[config.mk]
export PLATFORM = sky130hd
export DESIGN_NAME = lmc1992_mw_receiver
export DESIGN_NICKNAME = d
export VERILOG_FILES = /design/src/rtl/lmc1992_mw_receiver.sv
export SDC_FILE = /design/constraint.sdc
export NUM_CORES = 1
export LEC_CHECK = 0
export ABC_AREA = 1
export BUFFER_PORTS_ARGS = -buffer_cell sky130_fd_sc_hd__buf_4
export CORE_MARGIN = 5
export CORE_UTILIZATION = 59
export DETAILED_ROUTE_END_ITERATION = 16
export GPL_TIMING_DRIVEN = 0
export PLACE_DENSITY = 0.86
export SYNTH_ARGS = -nofsm -noshare
export SYNTH_HDL_FRONTEND = slang
export SYNTH_SLANG_ARGS = --single-unit
export TNS_END_PERCENT = 30
[constraint.sdc]
create_clock -name clk32 -period 4.3 [get_ports clk32]
set_clock_uncertainty 0.1 [all_clocks]
set_input_delay 1.075 -clock clk32 [delete_from_list [all_inputs] [get_ports clk32]]
set_output_delay 1.075 -clock clk32 [all_outputs]
set_load 0.03 [all_outputs]
[src/rtl/lmc1992_mw_receiver.sv]
// rtl/lmc1992_mw_receiver.sv - MicroWire receiver decoding LMC1992 volume/tone commands
// Deserialises mw_clk/mw_data frames framed by mw_en and registers the decoded controls.
module lmc1992_mw_receiver #(
  parameter logic [1:0] DEV_ADDR  = 2'b10,
  parameter int         FRAME_LEN = 11
) (
  input  logic       clk32,
  input  logic       resb,
  input  logic       mw_clk,
  input  logic       mw_data,
  input  logic       mw_en,
  output logic [5:0] master_vol,
  output logic [4:0] left_vol,
  output logic [4:0] right_vol,
  output logic [3:0] treble,
  output logic [3:0] bass,
  output logic [1:0] mix,
  output logic       upd,
  output logic       frm_err
);

  localparam logic [4:0] MIN_BITS = 5'(FRAME_LEN);
  localparam logic [4:0] CNT_MAX  = 5'd31;

  logic [1:0]  rst_sync;
  logic        rst_n;
  logic        clk_q, clk_q_d, data_q, en_q, en_q_d;
  logic [10:0] sr;
  logic [4:0]  cnt;
  logic        clk_rise, en_rise, en_fall;
  logic [2:0]  func;
  logic [5:0]  val;
  logic [5:0]  val_m, val_lr, val_tone;

  // Reset asserts asynchronously but is released on a clk32 edge.
  always_ff @(posedge clk32 or negedge resb) begin
    if (!resb) rst_sync <= 2'b00;
    else       rst_sync <= {rst_sync[0], 1'b1};
  end
  assign rst_n = rst_sync[1];

  always_ff @(posedge clk32 or negedge rst_n) begin
    if (!rst_n) begin
      clk_q   <= 1'b0;
      clk_q_d <= 1'b0;
      data_q  <= 1'b0;
      en_q    <= 1'b0;
      en_q_d  <= 1'b0;
    end else begin
      clk_q   <= mw_clk;
      clk_q_d <= clk_q;
      data_q  <= mw_data;
      en_q    <= mw_en;
      en_q_d  <= en_q;
    end
  end

  assign clk_rise = clk_q & ~clk_q_d;
  assign en_rise  = en_q & ~en_q_d;
  assign en_fall  = en_q_d & ~en_q;

  assign func     = sr[8:6];
  assign val      = sr[5:0];
  assign val_m    = (val > 6'd40) ? 6'd40 : val;
  assign val_lr   = (val > 6'd20) ? 6'd20 : val;
  assign val_tone = (val > 6'd12) ? 6'd12 : val;

  always_ff @(posedge clk32 or negedge rst_n) begin
    if (!rst_n) begin
      sr         <= '0;
      cnt        <= '0;
      master_vol <= 6'd40;
      left_vol   <= 5'd20;
      right_vol  <= 5'd20;
      treble     <= 4'd6;
      bass       <= 4'd6;
      mix        <= 2'd1;
      upd        <= 1'b0;
      frm_err    <= 1'b0;
    end else begin
      upd     <= 1'b0;
      frm_err <= 1'b0;
      // A bit clock coinciding with the enable fall sees en_q=0 and is dropped.
      if (en_rise) begin
        sr  <= '0;
        cnt <= '0;
      end else if (clk_rise && en_q) begin
        sr <= {sr[9:0], data_q};
        if (cnt != CNT_MAX) cnt <= cnt + 5'd1;
      end
      if (en_fall) begin
        if (cnt < MIN_BITS) begin
          frm_err <= 1'b1;
        end else if (sr[10:9] == DEV_ADDR) begin
          case (func)
            3'b011: begin master_vol <= val_m;          upd <= 1'b1; end
            3'b101: begin left_vol   <= val_lr[4:0];    upd <= 1'b1; end
            3'b100: begin right_vol  <= val_lr[4:0];    upd <= 1'b1; end
            3'b010: begin treble     <= val_tone[3:0];  upd <= 1'b1; end
            3'b001: begin bass       <= val_tone[3:0];  upd <= 1'b1; end
            3'b000: begin mix        <= val[1:0];       upd <= 1'b1; end
            default: ;
          endcase
        end
      end
    end
  end

endmodule

==> flow_metrics.tcl, run 1 <==
set metrics [dict create \
    stdcell_count 318 \
    crit_path_max_fanout 2 \
    p_leak_nw 1.20 \
    fp.dieW_um 70.0 \
    syn_area_um2 2120 \
    place_congestion 0.888 \
    endpoint_kind "output port" \
    fin_nets 278 \
    stdcell_area_um2 2500 \
    initial_core_util 0.622 \
    clk_path_buf_depth 2 \
    path_depth 1 \
    first_global_vias 1624 \
    gr-total-overflow 0 \
    via_per_inst 5.25 \
    ant_nets 0 \
    grt_pass1_wl_um 7250 \
    status "finished, final reports clean" \
    dieArea_um2 4900 \
    ys_async_sr_fraction 1.00 \
    worstSetupPathType "reg -> out" \
    synth_seq_cells 51 \
    synth_top_area_frac 0.471 \
    synth_area_per_cell_um2 9.19 \
    dp.cells 310 \
    fmaxAchievable_mhz 441 \
    hold_path_class "reg -> async" \
    synth_cells 231 \
    setup_tns_ps 0 \
    drt_pass1_iterations 4 \
    synth_edf_count 0 \
    io_buffer_count 32 \
    fill_cells 279 \
    synth_nets 238 \
    grt_max_degree 37 \
    cts_buffers 5 \
    critPathLaunch "treble[1]$_DFFE_PN1P_" \
    yosys-top-cells-area "dfrtp_1, dfstp_2, nand2_1, nand3_1, o21ai_0" \
    final-setup-viol-count 0 \
    maxCapViolCount 0 \
    min_period_ps 2270 \
    seq_area_um2 1290 \
    area_growth_pct 17.6 \
    htree_levels 2 \
    synth.yosys.seq_area_share 0.608 \
    cp.arrival_ps 1090 \
    multi_input_area_um2 742 \
    hold_buffers 0 \
    row_count 21 \
    synth.distinct_cells 22 \
    powerDensity_nw_per_um2 295 \
    placed_area_um2 2440 \
    slowest_delay_ps 560 \
    worstPathRequired_ps 3120 \
    root_buffer "clkbuf_4" \
    drcViolationCount 0 \
    clock_sinks 51 \
    cp_cell_sequence "buf_4" \
    synth_top_area_cell "dfrtp_1" \
    irDropWorstVdd_mv 0.301 \
    ys_warn_count 0 \
    drive_gt1_frac 0.221 \
    r2r-start "cnt[0]$_DFFE_PN0P_" \
    postCtsSetupRepairBufs 0 \
    grt_use_total 0.187 \
    drv_slew 0 \
    fin_crit_sh 0.527 \
    cpLargestDelayFamily "flip-flops" \
    rsz0062_at_grt "no" \
    insertion_delay_ps 370 \
    routedWlPerCell_um 13.1 \
    vias 1671 \
    synth_commonest_cells "nand2_1, dfrtp_1, nand3_1" \
    r2r_cells 6 \
    start_kind "flip-flop" \
    coreArea_um2 3420 \
    path_clk_slew_ps 150 \
    cp_slowest_cell "dfstp_2" \
    cp.buffers_inverters 1 \
    yosysMostFrequentCell "nand2_1" \
    diodes 0 \
    antenna_found_initial 0 \
    drt-total-wl_um 4160 \
    hold_violations 0 \
    die_y_um 70.0 \
    cts_resized 0 \
    cts_tree "done" \
    drtIter0Drc 129 \
    ios 33 \
    dp_hpwl_um 3080 \
    ys.flop_type "dfrtp_1" \
]
[layer usage]
layer | track usage | wire [µm] | up-vias
li1 | - | - | 844
met1 | 0.235 | 1800 | 762
met2 | 0.292 | 1990 | 59
met3 | 0.0689 | 303 | 6
met4 | 0.0745 | 61 | 0
met5 | 0 | 0 | -
[registers in the layout, indices dropped and copies added, names as in the netlist, 2 cells and up]
| name | count |
|---|---|
| mix | 2 |
| rst_sync | 2 |
| bass | 4 |
| left_vol | 5 |
| sr | 11 |
| cnt | 5 |
| right_vol | 5 |
| master_vol | 6 |
| treble | 4 |
[cell usage in the layout (no fill, tap or decap), types with 2 or more instances in the layout]
| cell | count |
|---|---|
| o22ai_1 | 7 |
| nand3_1 | 28 |
| inv_1 | 20 |
| clkbuf_4 | 5 |
| a21oi_1 | 4 |
| ha_1 | 2 |
| nand2_1 | 59 |
| dfstp_2 | 11 |
| dfrtp_1 | 39 |
| nand3_2 | 2 |
| buf_4 | 32 |
| nor2_1 | 21 |
| o21ai_0 | 26 |
[cell families after synthesis]
| kind of cell | after synthesis | synth area share |
|---|---|---|
| buffers and inverters | 22 | 0.0430 |
| DFF | 51 | 0.608 |
| adders and majority gates | 2 | 0.0118 |
| AOI/OAI and AO/OA | 40 | 0.103 |
| and+or+nand+nor | 115 | 0.233 |
| other | 1 | 0.00177 |
[layout make-up]
class	count	area share
timing repair buffer	33	0.104
buffer	2	0.00651
clock inverter	2	0.00551
tap	46	0.0230
inverter	20	0.0301
clock buffer	6	0.0165
sequential	51	0.517
multi-input combinational	158	0.297
[through the flow]
stage	util	worst slack, ps	hold slack [ps]	power, mW
final	0.731	2030	55.9	0.737
after global routing	0.731	1970	101	0.774
after CTS	0.731	2020	80.7	0.743
after detailed placement	0.715	2450	68.5	0.537
after global placement	0.709	2220	241	0.533
after floorplan	-	2530	231	0.522
[worst paths after layout]
| kind | endpoint | slack (ps) |
|---|---|---|
| worst max-delay path | treble[1] | 2030 |
| worst min-delay path | master_vol[2]$_DFFE_PN0P_ | 60 |
| worst max register to register | cnt[1]$_DFFE_PN0P_ | 2640 |
| worst min register to register | master_vol[2]$_DFFE_PN0P_ | 60 |
| max in group asynchronous | right_vol[4]$_DFFE_PN1P_ | 3470 |
| min in group clk32 | rst_sync[1]$_DFF_PN0_ | 280 |
[power by group]
part	leakage [nW]	switching, mW	total [mW]	internal (mW)
clock network	0.0322	0.146	0.210	0.0645
registers	0.653	0.00768	0.495	0.488
logic	0.513	0.0217	0.0318	0.0101
Power figures use the tool's default switching activity.
==> run 2, diff against run 1 <==
CORE_UTILIZATION = 50   (was 59)
PLACE_DENSITY = 0.78   (was 0.86)
clock period = 2 ns   (was 4.3 ns; I/O delays follow)
==> run 2 against run 1 <==
Flip-flop and latch count unchanged. Combinational power increased by 120%. Die area increased by 15%. Via count increased by 0.66%. Critical path type is now reg -> reg. Critical endpoint is now cnt[3]$_DFFE_PN0P_. Highest routed layer unchanged.
==> flow_metrics.tcl, run 2 (same netlist as run 1, synthesis figures left out) <==
set metrics [dict create \
    dp.cells 314 \
    dieArea_um2 5650 \
    placed_area_um2 2450 \
    area_growth_pct 20.4 \
    drcViolationCount 0 \
    stdcell_area_um2 2560 \
    crit_path_max_fanout 6 \
    fin_nets 279 \
    rsz0062_at_grt "no" \
    drive_gt1_frac 0.220 \
    hold_buffers 1 \
    drt-total-wl_um 4120 \
    worstSetupPathType "reg -> reg" \
    antenna_found_initial 0 \
    vias 1682 \
    dp_hpwl_um 3030 \
    layout_setup_ws_ps 320 \
    insertion_delay_ps 300 \
    via_per_inst 5.21 \
    gr-total-overflow 0 \
    root_buffer "clkbuf_8" \
    ios 33 \
    htree_levels 2 \
    powerDensity_nw_per_um2 690 \
    routedWlPerCell_um 12.8 \
    r2r_slack_ps 320 \
    coreArea_um2 4060 \
    mostFrequentLayoutCell "nand2_1" \
    fin_util 0.630 \
    cp.arrival_ps 1780 \
    drt_pass1_iterations 4 \
    largest_reg_flops 11 \
    p_leak_nw 1.22 \
    die_y_um 75.2 \
    first_global_vias 1534 \
    min_period_ps 1680 \
    setup_tns_ps 0 \
    final-setup-viol-count 0 \
    cts_resized 0 \
    grt_use_total 0.165 \
    hold_violations 0 \
    finalPower_mw 1.77 \
    final_cell_mix "nand2_1, dfrtp_1, buf_4" \
    maxCapViolCount 0 \
    drtIter0Drc 141 \
    worstPathRequired_ps 2100 \
    fin_crit_sh 0.840 \
    start_kind "flip-flop" \
    place_congestion 0.896 \
    ant_nets 0 \
    status "finished, final reports clean" \
    grt_max_degree 35 \
    cts_tree "done" \
    drv_slew 0 \
    hold_path_class "reg -> async" \
    diodes 0 \
    cts_buffers 5 \
    fp.dieW_um 75.2 \
    whs_ps 80.7 \
    io_buffer_count 32 \
    initial_core_util 0.523 \
    grt_pass1_wl_um 7050 \
    endpoint_kind "flip-flop" \
    reg_top3 "sr: 11 flops, master_vol: 6 flops" \
    top_register "sr" \
    clock_sinks 51 \
    fmaxAchievable_mhz 595 \
    irDropWorstVdd_mv 0.452 \
    pre_cts_slack_ps 347 \
    postCtsSetupRepairBufs 0 \
    clk_path_buf_depth 2 \
    fill_cells 346 \
    stdcell_count 323 \
    path_clk_slew_ps 80 \
    row_count 23 \
]
## run 2: cell types whose count changed in the layout (fill, tap and decap cells not counted)
| cell | before | now |
|---|---|---|
| clkbuf_8 | 0 | 7 |
| clkinv_2 | 1 | 0 |
| clkinv_4 | 1 | 0 |
| dlygate4sd3_1 | 0 | 1 |
| clkbuf_4 | 5 | 0 |
## run 2: report_power, final
part / total (mW) / switching (mW) / internal [mW]
registers: 1.06 / 0.0171 / 1.05
logic: 0.0697 / 0.0466 / 0.0231
clock network: 0.632 / 0.316 / 0.316
total: 1.77 / 0.379 / 1.39
## run 2: layer usage
layer	GRT usage	vias up	part of all wire
met2	0.245	41	0.46
met4	0.0621	0	0.014
met3	0.0454	7	0.063
li1	-	849	-
met5	0	-	0
met1	0.233	785	0.46
## run 2: layout make-up
type | count | area (µm²) | share of cell area
Buffer | 2 | 16.3 | 0.00636
Sequential cell | 51 | 1290 | 0.505
Timing Repair Buffer | 34 | 270 | 0.106
Tap cell | 50 | 62.6 | 0.0245
Clock buffer | 8 | 100 | 0.0391
Multi-Input combinational cell | 158 | 742 | 0.290
Inverter | 20 | 75.1 | 0.0294
## run 2: worst paths after layout
kind                                  startpoint                  endpoint  cells after the start
hold reg to reg            rst_sync[1]$_DFF_PN0_       bass[0]$_DFFE_PN0P_                      0
hold / removal             rst_sync[1]$_DFF_PN0_       bass[0]$_DFFE_PN0P_                      0
setup / recovery              cnt[0]$_DFFE_PN0P_        cnt[3]$_DFFE_PN0P_                      8
min in group clk32                         mw_en            en_q$_DFF_PN0_                      1
max in group asynchronous  rst_sync[1]$_DFF_PN0_  right_vol[4]$_DFFE_PN1P_                      1
setup reg to reg              cnt[0]$_DFFE_PN0P_        cnt[3]$_DFFE_PN0P_                      8
## run 2: critical path: stages (launching register included)
cell	delay, ps
dfrtp_1	410
ha_1	210
nand2_1	90
nor2_1	50
ha_1	180
nor2_1	310
nand3_1	120
nand2_1	80
nor2_1	40
==> run 3, diff against run 2 <==
CORE_UTILIZATION = 55   (was 50)
PLACE_DENSITY = 0.82   (was 0.78)
clock period = 1.7 ns   (was 2 ns; I/O delays follow)
==> run 3 against run 2 <==
Worst setup slack got worse by 240 ps. Largest power group unchanged. Sequential share of layout area increased by 0.30 points. Clock-buffer cell count decreased by 2.
==> flow_metrics.tcl, run 3 (same netlist as run 1, synthesis figures left out) <==
set metrics [dict create \
    status "finished, final reports clean" \
    p_leak_nw 1.21 \
    reg_top3 "sr: 11 flops, master_vol: 6 flops" \
    cp_cell_sequence "ha_1 > nand2_1 > nor2_1 > ha_1 > nor2_2 > nand3_1 > nand2_1 > nor2_1" \
    diodes 0 \
    ios 33 \
    fmaxAchievable_mhz 618 \
    powerDensity_nw_per_um2 787 \
    grt_pass1_wl_um 7250 \
    cp_slowest_cell "dfrtp_1" \
    path_clk_slew_ps 80 \
    dp.cells 312 \
    drv_slew 0 \
    rsz0062_at_grt "yes" \
    min_period_ps 1620 \
    final-setup-viol-count 0 \
    power.switching_mw 0.454 \
    slowest_delay_ps 400 \
    area_growth_pct 19.7 \
    stdcell_count 321 \
    htree_levels 2 \
    hold_path_class "reg -> async" \
    dieArea_um2 5200 \
    die_y_um 72.1 \
    drtIter0Drc 202 \
    crit_path_max_fanout 6 \
    cts_tree "done" \
    root_buffer "clkbuf_8" \
    endpoint_kind "flip-flop" \
    whs_ps 23.1 \
    pwr-share-comb 0.043 \
    first_global_vias 1568 \
    power.internal_mw 1.55 \
    maxCapViolCount 0 \
    mostFrequentLayoutCell "nand2_1" \
    place_congestion 0.939 \
    final_cell_mix "nand2_1, dfrtp_1, buf_4" \
    drt-total-wl_um 4170 \
    vias 1713 \
    fin_nets 279 \
    routedWlPerCell_um 13.0 \
    clk_path_buf_depth 2 \
    setup_tns_ps 0 \
    fill_cells 293 \
    drt_pass1_iterations 4 \
    clock_sinks 51 \
    row_count 22 \
    grt_use_total 0.181 \
    coreArea_um2 3690 \
    worstPathRequired_ps 1800 \
    pwr-share-seq 0.624 \
    antenna_found_initial 0 \
    via_per_inst 5.34 \
    io_buffer_count 32 \
    drive_gt1_frac 0.223 \
    irDropWorstVdd_mv 0.665 \
    seq_area_um2 1290 \
    initial_core_util 0.576 \
    switching_share 0.227 \
    ant_nets 0 \
    drcViolationCount 0 \
    start_kind "flip-flop" \
    worstSetupPathType "reg -> reg" \
    fp.dieW_um 72.1 \
    clockPowerShare 0.333 \
    largest_reg_flops 11 \
    multi_input_area_um2 744 \
    insertion_delay_ps 310 \
    cts_buffers 5 \
    gr-total-overflow 0 \
    dp_hpwl_um 3000 \
    top_register "sr" \
    hold_violations 0 \
    grt_max_degree 42 \
    cp.arrival_ps 1720 \
    fin_crit_sh 0.951 \
]
run 3: changes by cell type in the layout (fill, tap and decap cells not counted), sizes merged:
| cell | delta |
|---|---|
| clkinv | +1 |
| clkinvlp | +1 |
| clkbuf | -2 |
run 3: layout make-up:
cell class	instances	share of cell area
plain buffers	2	0.00640
clock buffers	6	0.0285
clock inverters	2	0.00492
inverters	20	0.0295
multi-input cells	158	0.293
flip-flops and latches	51	0.508
well taps	48	0.0236
repair buffers	34	0.106
run 3: worst paths after layout:
path                                       start                   endpoint  slack [ps]  depth (start not counted)
min in group clk32                       mw_data           data_q$_DFF_PN0_         120                          1
max                           cnt[0]$_DFFE_PN0P_         cnt[3]$_DFFE_PN0P_          80                          8
max reg2reg                   cnt[0]$_DFFE_PN0P_         cnt[3]$_DFFE_PN0P_          80                          8
min reg2reg                rst_sync[1]$_DFF_PN0_        bass[0]$_DFFE_PN0P_          20                          0
min                        rst_sync[1]$_DFF_PN0_        bass[0]$_DFFE_PN0P_          20                          0
max in group asynchronous  rst_sync[1]$_DFF_PN0_  master_vol[3]$_DFFE_PN1P_         950                          1
run 3: critical path, delay by kind of cell (launching register included):
family	cells	cell delay (ps)
flops	1	400
fa+ha+maj	2	410
simple gates	6	590
run 3: metal layers:
layer	vias to the layer above	part of all wire	global-route usage
met1	818	0.43	0.233
met2	45	0.47	0.277
met5	-	0	0
met4	0	0.031	0.102
li1	838	-	-
met3	12	0.063	0.0471
run 3: timing repair:
action,in CTS,in global routing
setup buffers,0,0
gates resized for setup,0,2
hold buffers,1,0
setup endpoints to repair,0,5
endpoints found under the hold margin,2,0
run 3: power by group through the flow:
stage / Sequential (mW) / Combinational [mW] / Clock (mW)
6_report: 1.25 / 0.0862 / 0.666
4_1_cts: 1.25 / 0.0870 / 0.682
3_5_place_dp: 1.27 / 0.0845 / 0
3_3_place_gp: 1.29 / 0.0593 / 0
5_1_grt: 1.25 / 0.0998 / 0.754
2_1_floorplan: 1.29 / 0.0362 / 0
run 3: through the flow:
| stage | utilization | worst slack [ps] | total power [mW] | instance area [µm²] |
|---|---|---|---|---|
| after floorplan | - | 94.5 | 1.32 | 2120 |
| after global placement | 0.657 | -411 | 1.35 | 2420 |
| after detailed placement | 0.663 | 48.5 | 1.36 | 2440 |
| after CTS | 0.689 | 23.5 | 2.02 | 2540 |
| after global routing | 0.689 | -39.7 | 2.11 | 2540 |
| final | 0.689 | 82.8 | 2.00 | 2540 |
